`src/rtl/collision_detect.sv`:
```
`default_nettype none
// ============================================================================
// Module   : collision_detect
// Purpose  : Tests the obstacle-layer pixel stream against the lander's box
//            and reports crash / landed / overlap count once per frame.
// Option   : define COLLISION_FIRST_HIT_EN to report the first hit pixel on
//            hit_x/hit_y (otherwise those outputs are tied to zero).
// Revision : 1.0  initial release
// ============================================================================
module collision_detect #(
    parameter logic [11:0] OBST_COLOR = 12'h000,
    parameter int          LANDER_W   = 32,
    parameter int          LANDER_H   = 32,
    parameter int          PAD_X      = 630,
    parameter int          PAD_Y      = 550,
    parameter int          PAD_W      = 115
) (
    input  logic        clk,
    input  logic        rst_n,
    input  logic        enable,
    input  logic [10:0] hcount_in,
    input  logic [10:0] vcount_in,
    input  logic        vblnk_in,
    input  logic [11:0] rgb_in,
    input  logic [10:0] lander_x,
    input  logic [10:0] lander_y,
    output logic        result_valid,
    output logic        crash,
    output logic        landed,
    output logic [15:0] hit_count,
    output logic [10:0] hit_x,
    output logic [10:0] hit_y
);

    // Box and pad arithmetic is 12 bits wide so edges near 2047 never wrap.
    localparam logic [11:0] C_LANDER_W = 12'(LANDER_W);
    localparam logic [11:0] C_LANDER_H = 12'(LANDER_H);
    localparam logic [11:0] C_PAD_X    = 12'(PAD_X);
    localparam logic [11:0] C_PAD_Y    = 12'(PAD_Y);
    localparam logic [11:0] C_PAD_R    = 12'(PAD_X + PAD_W);
    localparam logic [15:0] C_CNT_MAX  = 16'hFFFF;

    typedef enum logic [1:0] {
        S_IDLE       = 2'd0,
        S_WAIT_FRAME = 2'd1,
        S_SCAN       = 2'd2,
        S_REPORT     = 2'd3
    } state_t;

    state_t      r_state;
    state_t      w_state_next;
    logic        w_start;
    logic        w_load;

    logic [10:0] r_hcount_d;
    logic [10:0] r_vcount_d;
    logic        r_vblnk_d;
    logic [11:0] r_rgb_d;
    logic        r_vblnk_q;

    logic [10:0] r_x_lat;
    logic [10:0] r_y_lat;
    logic [15:0] r_acc;

    logic        r_crash;
    logic        r_landed;
    logic [15:0] r_hit_count;

    logic        w_vblnk_rise;
    logic        w_vblnk_fall;
    logic [11:0] w_x_lo;
    logic [11:0] w_x_hi;
    logic [11:0] w_y_lo;
    logic [11:0] w_y_hi;
    logic [11:0] w_hc;
    logic [11:0] w_vc;
    logic        w_in_box;
    logic        w_hit;
    logic        w_crash_next;
    logic        w_landed_next;

    // ------------------------------------------------------------------
    // Stage 1: register the pixel stream; r_vblnk_q gives edge detection
    // ------------------------------------------------------------------
    always_ff @(posedge clk or negedge rst_n) begin
        if (!rst_n) begin
            r_hcount_d <= '0;
            r_vcount_d <= '0;
            r_vblnk_d  <= 1'b0;
            r_rgb_d    <= '0;
            r_vblnk_q  <= 1'b0;
        end else begin
            r_hcount_d <= hcount_in;
            r_vcount_d <= vcount_in;
            r_vblnk_d  <= vblnk_in;
            r_rgb_d    <= rgb_in;
            r_vblnk_q  <= r_vblnk_d;
        end
    end

    assign w_vblnk_rise = r_vblnk_d & ~r_vblnk_q;
    assign w_vblnk_fall = ~r_vblnk_d & r_vblnk_q;

    // ------------------------------------------------------------------
    // Stage 2: hit test against the box latched at frame start
    // ------------------------------------------------------------------
    assign w_x_lo = {1'b0, r_x_lat};
    assign w_y_lo = {1'b0, r_y_lat};
    assign w_x_hi = w_x_lo + C_LANDER_W;
    assign w_y_hi = w_y_lo + C_LANDER_H;
    assign w_hc   = {1'b0, r_hcount_d};
    assign w_vc   = {1'b0, r_vcount_d};

    assign w_in_box = (w_hc >= w_x_lo) && (w_hc < w_x_hi) &&
                      (w_vc >= w_y_lo) && (w_vc < w_y_hi);

    assign w_hit = (r_state == S_SCAN) && (r_rgb_d == OBST_COLOR) &&
                   !r_vblnk_d && w_in_box;

    assign w_crash_next  = (r_acc != 16'd0);
    assign w_landed_next = !w_crash_next && (w_y_hi == C_PAD_Y) &&
                           (w_x_lo >= C_PAD_X) && (w_x_hi <= C_PAD_R);

    // ------------------------------------------------------------------
    // Control FSM
    // ------------------------------------------------------------------
    always_ff @(posedge clk or negedge rst_n) begin
        if (!rst_n) begin
            r_state <= S_IDLE;
        end else begin
            r_state <= w_state_next;
        end
    end

    // enable low overrides every state, so an aborted frame never reports.
    always_comb begin
        w_state_next = r_state;
        w_start      = 1'b0;
        w_load       = 1'b0;
        if (!enable) begin
            w_state_next = S_IDLE;
        end else begin
            case (r_state)
                S_IDLE: begin
                    w_state_next = S_WAIT_FRAME;
                end
                S_WAIT_FRAME: begin
                    if (w_vblnk_fall) begin
                        w_state_next = S_SCAN;
                        w_start      = 1'b1;
                    end
                end
                S_SCAN: begin
                    if (w_vblnk_rise) begin
                        w_state_next = S_REPORT;
                        w_load       = 1'b1;
                    end
                end
                S_REPORT: begin
                    w_state_next = S_WAIT_FRAME;
                end
                default: begin
                    w_state_next = S_IDLE;
                end
            endcase
        end
    end

    // ------------------------------------------------------------------
    // Frame accumulators
    // ------------------------------------------------------------------
    always_ff @(posedge clk or negedge rst_n) begin
        if (!rst_n) begin
            r_x_lat <= '0;
            r_y_lat <= '0;
        end else if (w_start) begin
            r_x_lat <= lander_x;
            r_y_lat <= lander_y;
        end
    end

    always_ff @(posedge clk or negedge rst_n) begin
        if (!rst_n) begin
            r_acc <= '0;
        end else if (w_start) begin
            r_acc <= '0;
        end else if (w_hit && (r_acc != C_CNT_MAX)) begin
            r_acc <= r_acc + 16'd1;
        end
    end

    // Results load on entry to REPORT so they are valid during the pulse.
    always_ff @(posedge clk or negedge rst_n) begin
        if (!rst_n) begin
            r_crash     <= 1'b0;
            r_landed    <= 1'b0;
            r_hit_count <= '0;
        end else if (w_load) begin
            r_crash     <= w_crash_next;
            r_landed    <= w_landed_next;
            r_hit_count <= r_acc;
        end
    end

    assign result_valid = (r_state == S_REPORT);
    assign crash        = r_crash;
    assign landed       = r_landed;
    assign hit_count    = r_hit_count;

`ifdef COLLISION_FIRST_HIT_EN
    logic        r_fh_seen;
    logic [10:0] r_fh_x;
    logic [10:0] r_fh_y;
    logic [10:0] r_hit_x;
    logic [10:0] r_hit_y;

    always_ff @(posedge clk or negedge rst_n) begin
        if (!rst_n) begin
            r_fh_seen <= 1'b0;
            r_fh_x    <= '0;
            r_fh_y    <= '0;
        end else if (w_start) begin
            r_fh_seen <= 1'b0;
            r_fh_x    <= '0;
            r_fh_y    <= '0;
        end else if (w_hit && !r_fh_seen) begin
            r_fh_seen <= 1'b1;
            r_fh_x    <= r_hcount_d;
            r_fh_y    <= r_vcount_d;
        end
    end

    // Capture registers are cleared at frame start, so a hit-free frame reports 0,0.
    always_ff @(posedge clk or negedge rst_n) begin
        if (!rst_n) begin
            r_hit_x <= '0;
            r_hit_y <= '0;
        end else if (w_load) begin
            r_hit_x <= r_fh_x;
            r_hit_y <= r_fh_y;
        end
    end

    assign hit_x = r_hit_x;
    assign hit_y = r_hit_y;
`else
    assign hit_x = 11'd0;
    assign hit_y = 11'd0;
`endif

endmodule
`default_nettype wire

```
`config.mk`:
```
export PLATFORM = sky130hd
export DESIGN_NAME = collision_detect
export DESIGN_NICKNAME = d
export VERILOG_FILES = /design/src/rtl/collision_detect.sv
export SDC_FILE = /design/constraint.sdc
export NUM_CORES = 1
export LEC_CHECK = 0
export ABC_AREA = 1
export ABC_CLOCK_PERIOD_IN_PS = 2900
export BUFFER_PORTS_ARGS = -buffer_cell sky130_fd_sc_hd__buf_4
export CAP_MARGIN = 10
export CORE_MARGIN = 2
export CORE_UTILIZATION = 35
export DETAILED_ROUTE_END_ITERATION = 10
export PLACE_DENSITY = 0.56
export SYNTH_ARGS = -nofsm -noshare
export SYNTH_HDL_FRONTEND = slang
export SYNTH_SLANG_ARGS = --single-unit
export TNS_END_PERCENT = 10
```
`constraint.sdc`:
```
create_clock -name clk -period 2.9 [get_ports clk]
set_clock_uncertainty 0.1 [all_clocks]
set_input_delay 0.435 -clock clk [delete_from_list [all_inputs] [get_ports clk]]
set_output_delay 0.435 -clock clk [all_outputs]
set_load 0.005 [all_outputs]
```
**Yosys cells after proc, flatten, opt, wreduce, memory -nomap -nowiden**

Index checks and enable logic that the tools add are counted.

- Output and inout port bits: 41
- Register bits: 94
- Bits of input ports: 60
- Logic and storage cells: 62

- Add/sub/neg operators: 3
- Eq/ne operators: 7
- Bitwise operators: 4
- Multiplexer cells: 12
- Magnitude comparators: 6
- Reductions and logical operators: 18

Operators with widths:

| operator | number |
|---|---|
| two-way mux 16 bit | 2 |
| adder 11 x 6 -> 12 bit (second input constant) | 2 |
| less-than comparator 11 x 12 -> 1 bit | 2 |
| >= comparator 11 bit | 2 |
| adder 16 x 1 -> 16 bit (second input constant) | 1 |
| != test 16 bit (second input constant) | 1 |
| nonzero test 16 bit | 1 |
| equality test 12 x 10 -> 1 bit (second input constant) | 1 |
| <= comparator 12 x 10 -> 1 bit (second input constant) | 1 |
| logical NOT 12 bit | 1 |
| >= comparator 11 x 10 -> 1 bit (second input constant) | 1 |
| logical AND 1 bit | 10 |
| two-way mux 1 bit | 6 |
| two-way mux 2 bit | 3 |
| != test 3 bit (second input constant) | 2 |
| one-hot mux 2 bit (3 select lines) | 1 |
| equality test 2 bit (second input constant) | 2 |
| bitwise AND 1 bit | 2 |
| equality test 2 x 1 -> 1 bit (second input constant) | 1 |
| logical NOT 1 bit | 2 |
| logical NOT 2 bit | 1 |
| inverter 1 bit | 2 |
| AND reduction 2 bit | 1 |
| nonzero test 2 bit | 1 |
| OR reduction 2 bit | 1 |

**Logic depth before layout (Yosys ltp)**

Gate-level depths: netlist (run 1).

- Word-level depth: 9
- Depth in mapped cells: 17
- Mapped depth without buffers: 16

**Worst setup path after synthesis (run 1)**

No wires, ideal clock.

- Path kind: register to register
- From: register r_x_lat[5]
- To: register r_acc[11]
- Required time: 2.682 ns
- Period minus slack after synthesis: 2.271 ns
- Setup slack: 0.629 ns
- Buffers on the path: 1
- Stages on the path, launching flop included: 16
- Library setup time: 0.118 ns
- Arrival time: 2.053 ns
- Cells stage by stage: dfrtp_1 -> ha_1 -> nand2_2 -> o21ai_0 -> o21ai_0 -> ha_1 -> a21oi_1 -> nand3b_1 -> nand2_1 -> inv_1 -> nand2_1 -> nor2_1 -> nand3_2 -> buf_6 -> nand3_1 -> nand2_1

- Word-level cells in the longest chain between the ends: 8
- Elaborated cells between the ends (all ways): 9
- Those cells by class: 1 x add/sub; 2 x order compare; 6 x reduce/logical

Ends and longest elaborated chain:

| item | line | text |
|---|---|---|
| from (decl) | 61 | `logic [10:0] r_x_lat;` |
| from (signal assigned) | 177 | `r_x_lat <= lander_x;` |
| adder 11 x 6 -> 12 bit | 109 | `assign w_x_hi = w_x_lo + C_LANDER_W;` |
| less-than comparator 11 x 12 -> 1 bit | 114 | `assign w_in_box = (w_hc >= w_x_lo) && (w_hc < w_x_hi) &&` |
| logical AND 1 bit * (2 in series) | 114 |  |
| logical AND 1 bit * | 115 | `(w_vc >= w_y_lo) && (w_vc < w_y_hi);` |
| logical AND 1 bit * | 118 | `!r_vblnk_d && w_in_box;` |
| logical AND 1 bit * | 187 | `end else if (w_hit && (r_acc != C_CNT_MAX)) begin` |
| nonzero test 2 bit (no source line) * | n/a |  |
| to (signal assigned) | 188 | `r_acc <= r_acc + 16'd1;` |
| to (decl) | 63 | `logic [15:0] r_acc;` |

Every way passes the cells marked *; elsewhere a longest branch is shown, timed or not.
A chain may end at the register's enable or synchronous reset.

**Worst setup path in the final report (run 1)**

- From: register r_x_lat[6]
- To: register r_acc[5]

The elaborated chain is that of the path after synthesis.

==> impl_metrics.json, run 1 <==
{
  "yosys_warnings": 0,
  "start_kind": "flop",
  "grt_pass1_wl_um": 19400,
  "holdPathStages": 1,
  "fin_setup_tns_ns": 0,
  "grt_max_degree": 61,
  "setup_viol": 0,
  "rsz0062_at_grt": "false",
  "mappedNetlistArea_um2": 5260,
  "r2r-start": "r_x_lat[6]$_DFFE_PN0P_",
  "fin_crit_sh_pct": 89.9,
  "synth_edf_count": 0,
  "ir_drop_uv": 380,
  "cts_made_buffers": 9,
  "synth_top_family_by_area": "simple AND/OR/NAND/NOR gates",
  "highest_layer": "met4",
  "rows": 44,
  "max_slew_margin_pct": 51.3,
  "clkTransAtPathRegs_ns": 0.06,
  "viasPerCell": 4.69,
  "final_net_count": 822,
  "grt_pass1_vias": 4091,
  "via_count": 4259,
  "drt-initial-drc-count": 190,
  "num_io_pins": 101,
  "tightest_slew_ns": 0.729,
  "wl_per_cell_um": 13.0,
  "final.fill_count": 1437,
  "routed_wirelength_um": 11800,
  "wl_met3_um": 605,
  "worst-r2r-cell-count": 14,
  "power_density_nw_per_um2": 724,
  "critPathKind": "flop to flop",
  "die_y_um": 127,
  "ys.flop_type": "dfrtp_1",
  "die_w_um": 127,
  "clk_latency_ns": 0.35,
  "slew_violations": 0,
  "cts_root_buffer": "clkbuf_16",
  "hp-start": "rgb_in[10]",
  "cts_tree": "done",
  "holdPathEnd": "r_rgb_d[10]$_DFF_PN0_",
  "met1_length_um": 5460,
  "p_leak_nw": 3.38,
  "hpwl_um": 8910,
  "cp_max_fo": 16,
  "synth.distinct_cells": 30,
  "synth_mux_area_share_pct": 0.214,
  "start_util_pct": 36.0,
  "status": "finished, final reports clean",
  "diodes": 0,
  "hold_viol_final": 0,
  "place_congestion": 0.906,
  "timing.final.ws_setup_ns": 0.294,
  "h-tree-depth": 3,
  "async_flop_share_pct": 100,
  "drcViolationCount": 0,
  "ant_nets": 0,
  "seq_area_frac_synth_pct": 44.8,
  "antenna_found_initial": 0,
  "worstPathArrival_ns": 2.74,
  "ys_seq_elements": 94,
  "clockBufferDepth": 2,
  "synth_area_per_cell_um2": 8.20,
  "grt_usage_pct": 15.2,
  "die_area_um2": 16000,
  "final_util_pct": 43.0,
  "period_minus_slack_ns": 2.61,
  "synthCells": 641,
  "max_freq_mhz": 384,
  "dp_slack_ns": 0.232,
  "overflow": 0,
  "final_layout_size_suffix_gt1_share_pct": 16.0,
  "critPathLaunch": "r_x_lat[6]$_DFFE_PN0P_",
  "synth-simple-area-share_pct": 25.3,
  "max_cap_violations": 0,
  "portBuffers": 78,
  "area_growth_pct": 19.3,
  "synth_compound_area_share_pct": 6.50,
  "r2r_setup_slack_ns": 0.29,
  "r2r-end": "r_acc[5]$_DFFE_PN0P_",
  "coreArea_um2": 14600,
  "wl_met2_um": 5510,
  "end_kind": "flop",
  "clock_sink_count": 94,
  "synth_adder_area_share_pct": 10.0,
  "critPathRequiredTime_ns": 3.04,
  "hp-class": "primary input to flop",
  "drt_pass1_iterations": 5,
  "synth_xor_area_share_pct": 2.33
}
-- flip-flops by register name, indices dropped and copies added, names as in the netlist --
signal,cells
r_y_lat,11
r_state,2
r_x_lat,11
r_acc,16
crash,1
hit_count,16
r_vblnk_d,1
r_hcount_d,11
landed,1
r_vcount_d,11
r_rgb_d,12
r_vblnk_q,1
-- cell type report --
class	instances	area [um2]	share of cell area [%]
clock buffers	12	246	3.93
multi-input cells	445	2420	38.7
clock inverters	4	22.5	0.359
repair buffers	84	671	10.7
flip-flops and latches	94	2350	37.5
well taps	184	230	3.67
inverters	86	323	5.15
-- per-stage QoR --
| stage | total power, mW | instance area, um2 | hold WS, ns | cells |
|---|---|---|---|---|
| after CTS | 4.57 | 6240 | 0.0721 | 908 |
| after global routing | 4.95 | 6270 | 0.0714 | 909 |
| final | 4.54 | 6270 | 0.0860 | 909 |
| after detailed placement | 3.45 | 5960 | 0.321 | 891 |
| after floorplan | 2.98 | 5330 | 0.0394 | 662 |
| after global placement | 3.39 | 5960 | 0.311 | 891 |
-- cells by family (layout without fill, tap and decap cells) --
kind of cell    count (synthesis)  after routing
simple gates                  300            300
mux                             1              1
other cells                     1             22
xor+xnor                       14             14
fa+ha+maj                      42             42
compound gates                 66             66
flops                          94             94
buf+inv                       123            186
-- cell usage after synthesis (2+ instances only) --
master / count / area share [%]
a21o_1: 2 / 0.29
a21oi_1: 37 / 3.5
buf_2: 3 / 0.29
buf_4: 24 / 3.4
buf_6: 2 / 0.43
clkbuf_1: 8 / 0.57
dfrtp_1: 94 / 45
ha_1: 42 / 10
inv_1: 86 / 6.1
nand2_1: 137 / 9.8
nand2_2: 6 / 0.71
nand3_1: 41 / 3.9
nand3_2: 2 / 0.38
nand3b_1: 3 / 0.43
nand4_1: 23 / 2.7
nor2_1: 73 / 5.2
nor2_2: 3 / 0.36
nor2_4: 3 / 0.64
nor3_1: 5 / 0.48
nor3_2: 2 / 0.38
o21ai_0: 24 / 2.3
xor2_1: 13 / 2.2
-- layer usage --
metal | up-vias | track usage [%]
met5 | - | 0
met4 | 0 | 6.85
met3 | 14 | 2.83
met2 | 117 | 24.0
met1 | 1960 | 20.4
li1 | 2168 | -
-- placed cells by master (no fill, tap or decap), drive strengths merged --
cell type	n
nand3	43
nand3b	3
clkinv	3
mux2	1
o21ai	24
a21o	2
inv	86
ha	42
xnor2	1
nand4	23
clkinvlp	1
nor3	7
o211ai	1
nand2	143
buf	83
nor4	1
dlygate4sd3	1
nor2	79
dfrtp	94
and3	1
o22ai	1
a21boi	1
clkbuf	12
conb	22
a21oi	37
xor2	13
-- report_power, final --
part | leakage (nW) | total (mW) | internal [mW] | switching [mW]
combinational | 2.10 | 1.80 | 0.697 | 1.11
sequential | 1.15 | 1.64 | 1.50 | 0.145
clock | 0.132 | 1.09 | 0.600 | 0.492
total | 3.38 | 4.54 | 2.79 | 1.74
-- worst max-delay path: stages (launching register included) --
cell      delay [ns]
dfrtp_1         0.40
ha_1            0.22
nand2_2         0.09
o21ai_0         0.16
o21ai_0         0.16
ha_1            0.32
a21oi_1         0.15
nand3b_1        0.12
nand2_1         0.05
inv_1           0.06
nand2_1         0.05
nor2_1          0.17
nand3_4         0.23
nand3_1         0.14
nand2_1         0.07
-- worst max path at each step --
stage / endpoint
floorplan: r_acc[11]$_DFFE_PN0P_
global placement: r_acc[7]$_DFFE_PN0P_
detailed placement: r_acc[8]$_DFFE_PN0P_
CTS: r_acc[5]$_DFFE_PN0P_
global route: r_acc[5]$_DFFE_PN0P_
finish: r_acc[5]$_DFFE_PN0P_
-- repair_timing --
item                                    CTS  global route
endpoints found under the setup margin    0            16
endpoints found under the hold margin    34             0
gates resized for setup                   0             2
buffers inserted                          0             1
hold buffers                              1             0
No activity file was read; power rests on OpenSTA's default activity.
==> run 2: changes to the inputs <==
--- a/config.mk
+++ b/config.mk
@@ -12,6 +12,7 @@
 export CORE_MARGIN = 2
 export CORE_UTILIZATION = 35
 export DETAILED_ROUTE_END_ITERATION = 10
+export HOLD_SLACK_MARGIN = 0.12
 export PLACE_DENSITY = 0.56
 export SYNTH_ARGS = -nofsm -noshare
 export SYNTH_HDL_FRONTEND = slang
==> impl_metrics.json, run 2 (synthesis results as in run 1) <==
{
  "grt_max_degree": 61,
  "final-instance-count-excl-fill": 944,
  "ir_drop_uv": 380,
  "start_util_pct": 36.0,
  "cp_max_fo": 16,
  "max_cap_violations": 0,
  "drt_pass1_iterations": 5,
  "fin_crit_sh_pct": 89.3,
  "via_count": 4429,
  "drt-initial-drc-count": 187,
  "hold_viol_final": 0,
  "clkTransAtPathRegs_ns": 0.06,
  "hp-class": "primary input to flop",
  "final.fill_count": 1399,
  "h-tree-depth": 3,
  "die_area_um2": 16000,
  "place_congestion": 0.906,
  "overflow": 0,
  "cts_made_buffers": 9,
  "clock_sink_count": 94,
  "antenna_found_initial": 0,
  "ant_nets": 0,
  "status": "finished, final reports clean",
  "drcViolationCount": 0,
  "max_slew_margin_pct": 51.4,
  "clockBufferDepth": 2,
  "die_y_um": 127,
  "rows": 44,
  "final_util_pct": 45.4,
  "wl_per_cell_um": 12.9,
  "worstPathArrival_ns": 2.73,
  "place_area_um2": 5960,
  "critPathKind": "flop to flop",
  "num_io_pins": 101,
  "rsz0062_at_grt": "false",
  "diodes": 0,
  "start_kind": "flop",
  "end_kind": "flop",
  "power_density_nw_per_um2": 690,
  "layout_commonest_cell": "nand2_1",
  "placed_cells": 891,
  "critPathRequiredTime_ns": 3.04,
  "clk_latency_ns": 0.35,
  "viasPerCell": 4.69,
  "tightest_slew_ns": 0.729,
  "final_cell_mix": "nand2_1, dfrtp_1, inv_1, buf_4, nor2_1",
  "grt_usage_pct": 15.5,
  "coreArea_um2": 14600,
  "p_leak_nw": 3.53,
  "period_minus_slack_ns": 2.59,
  "grt_pass1_vias": 4239,
  "cts_root_buffer": "clkbuf_16",
  "final_layout_size_suffix_gt1_share_pct": 15.3,
  "max_freq_mhz": 386,
  "setup_viol": 0,
  "slew_violations": 0,
  "cts_tree": "done",
  "final_net_count": 857,
  "routed_wirelength_um": 12200,
  "die_w_um": 127,
  "fin_setup_tns_ns": 0,
  "hpwl_um": 8910,
  "finalInstanceArea_um2": 6620,
  "portBuffers": 78,
  "grt_pass1_wl_um": 19900,
  "area_growth_pct": 26.0
}
==> run 2: area by class of cell <==
class                   count  area (um2)  share of cell area [%]
multi-input cells         445        2420                    36.6
flip-flops and latches     94        2350                    35.6
repair buffers            119        1020                    15.4
inverters                  86         323                    4.88
clock buffers              12         246                    3.72
well taps                 184         230                    3.48
clock inverters             4        22.5                   0.340
==> run 2: final timing paths <==
| path | endpoint | start | slack (ns) | cells past startpoint |
|---|---|---|---|---|
| max in group asynchronous | r_acc[12]$_DFFE_PN0P_ | rst_n | 1.53 | 3 |
| min in group asynchronous | r_y_lat[3]$_DFFE_PN0P_ | rst_n | 0.47 | 2 |
| hold / removal | r_y_lat[0]$_DFFE_PN0P_ | lander_y[0] | 0.22 | 2 |
| setup / recovery | r_acc[5]$_DFFE_PN0P_ | r_x_lat[6]$_DFFE_PN0P_ | 0.31 | 14 |
| setup reg to reg | r_acc[5]$_DFFE_PN0P_ | r_x_lat[6]$_DFFE_PN0P_ | 0.31 | 14 |
| hold reg to reg | r_vblnk_q$_DFF_PN0_ | r_vblnk_d$_DFF_PN0_ | 0.34 | 0 |
==> run 2: worst max-delay path: stages, from the launching register on <==
cell and delay [ns]:
dfrtp_1 0.40, ha_1 0.22, nand2_2 0.09, o21ai_0 0.16
o21ai_0 0.16, ha_1 0.32, a21oi_1 0.15, nand3b_1 0.12
nand2_1 0.05, inv_1 0.06, nand2_1 0.05, nor2_1 0.17
nand3_4 0.23, nand3_1 0.14, nand2_1 0.07
==> run 2: through the flow <==
stage,setup WS (ns),hold WS (ns),power (mW)
finish,0.310,0.219,4.57
global placement,0.383,0.311,3.39
floorplan,0.629,0.0394,2.98
global route,0.0306,0.207,4.98
detailed placement,0.232,0.321,3.45
CTS,0.205,0.203,4.61
==> run 2: per-layer routing <==
layer	wire length [um]	up-vias	global-route usage, %
met1	5520	2039	20.2
met4	271	0	7.30
li1	-	2239	-
met5	0	-	0
met3	581	19	2.83
met2	5800	132	25.1
==> run 2: where the power goes <==
group | switching (mW) | internal [mW] | total (mW)
Sequential | 0.144 | 1.50 | 1.64
Combinational | 1.11 | 0.728 | 1.84
Clock | 0.487 | 0.600 | 1.09
Total | 1.75 | 2.82 | 4.57
==> run 2: timing repair <==
action                                  CTS  global route
endpoints found under the setup margin    0            16
hold endpoints to repair                 69             0
gates resized for setup                   0             2
buffers inserted                          0             1
hold buffers                             36             0
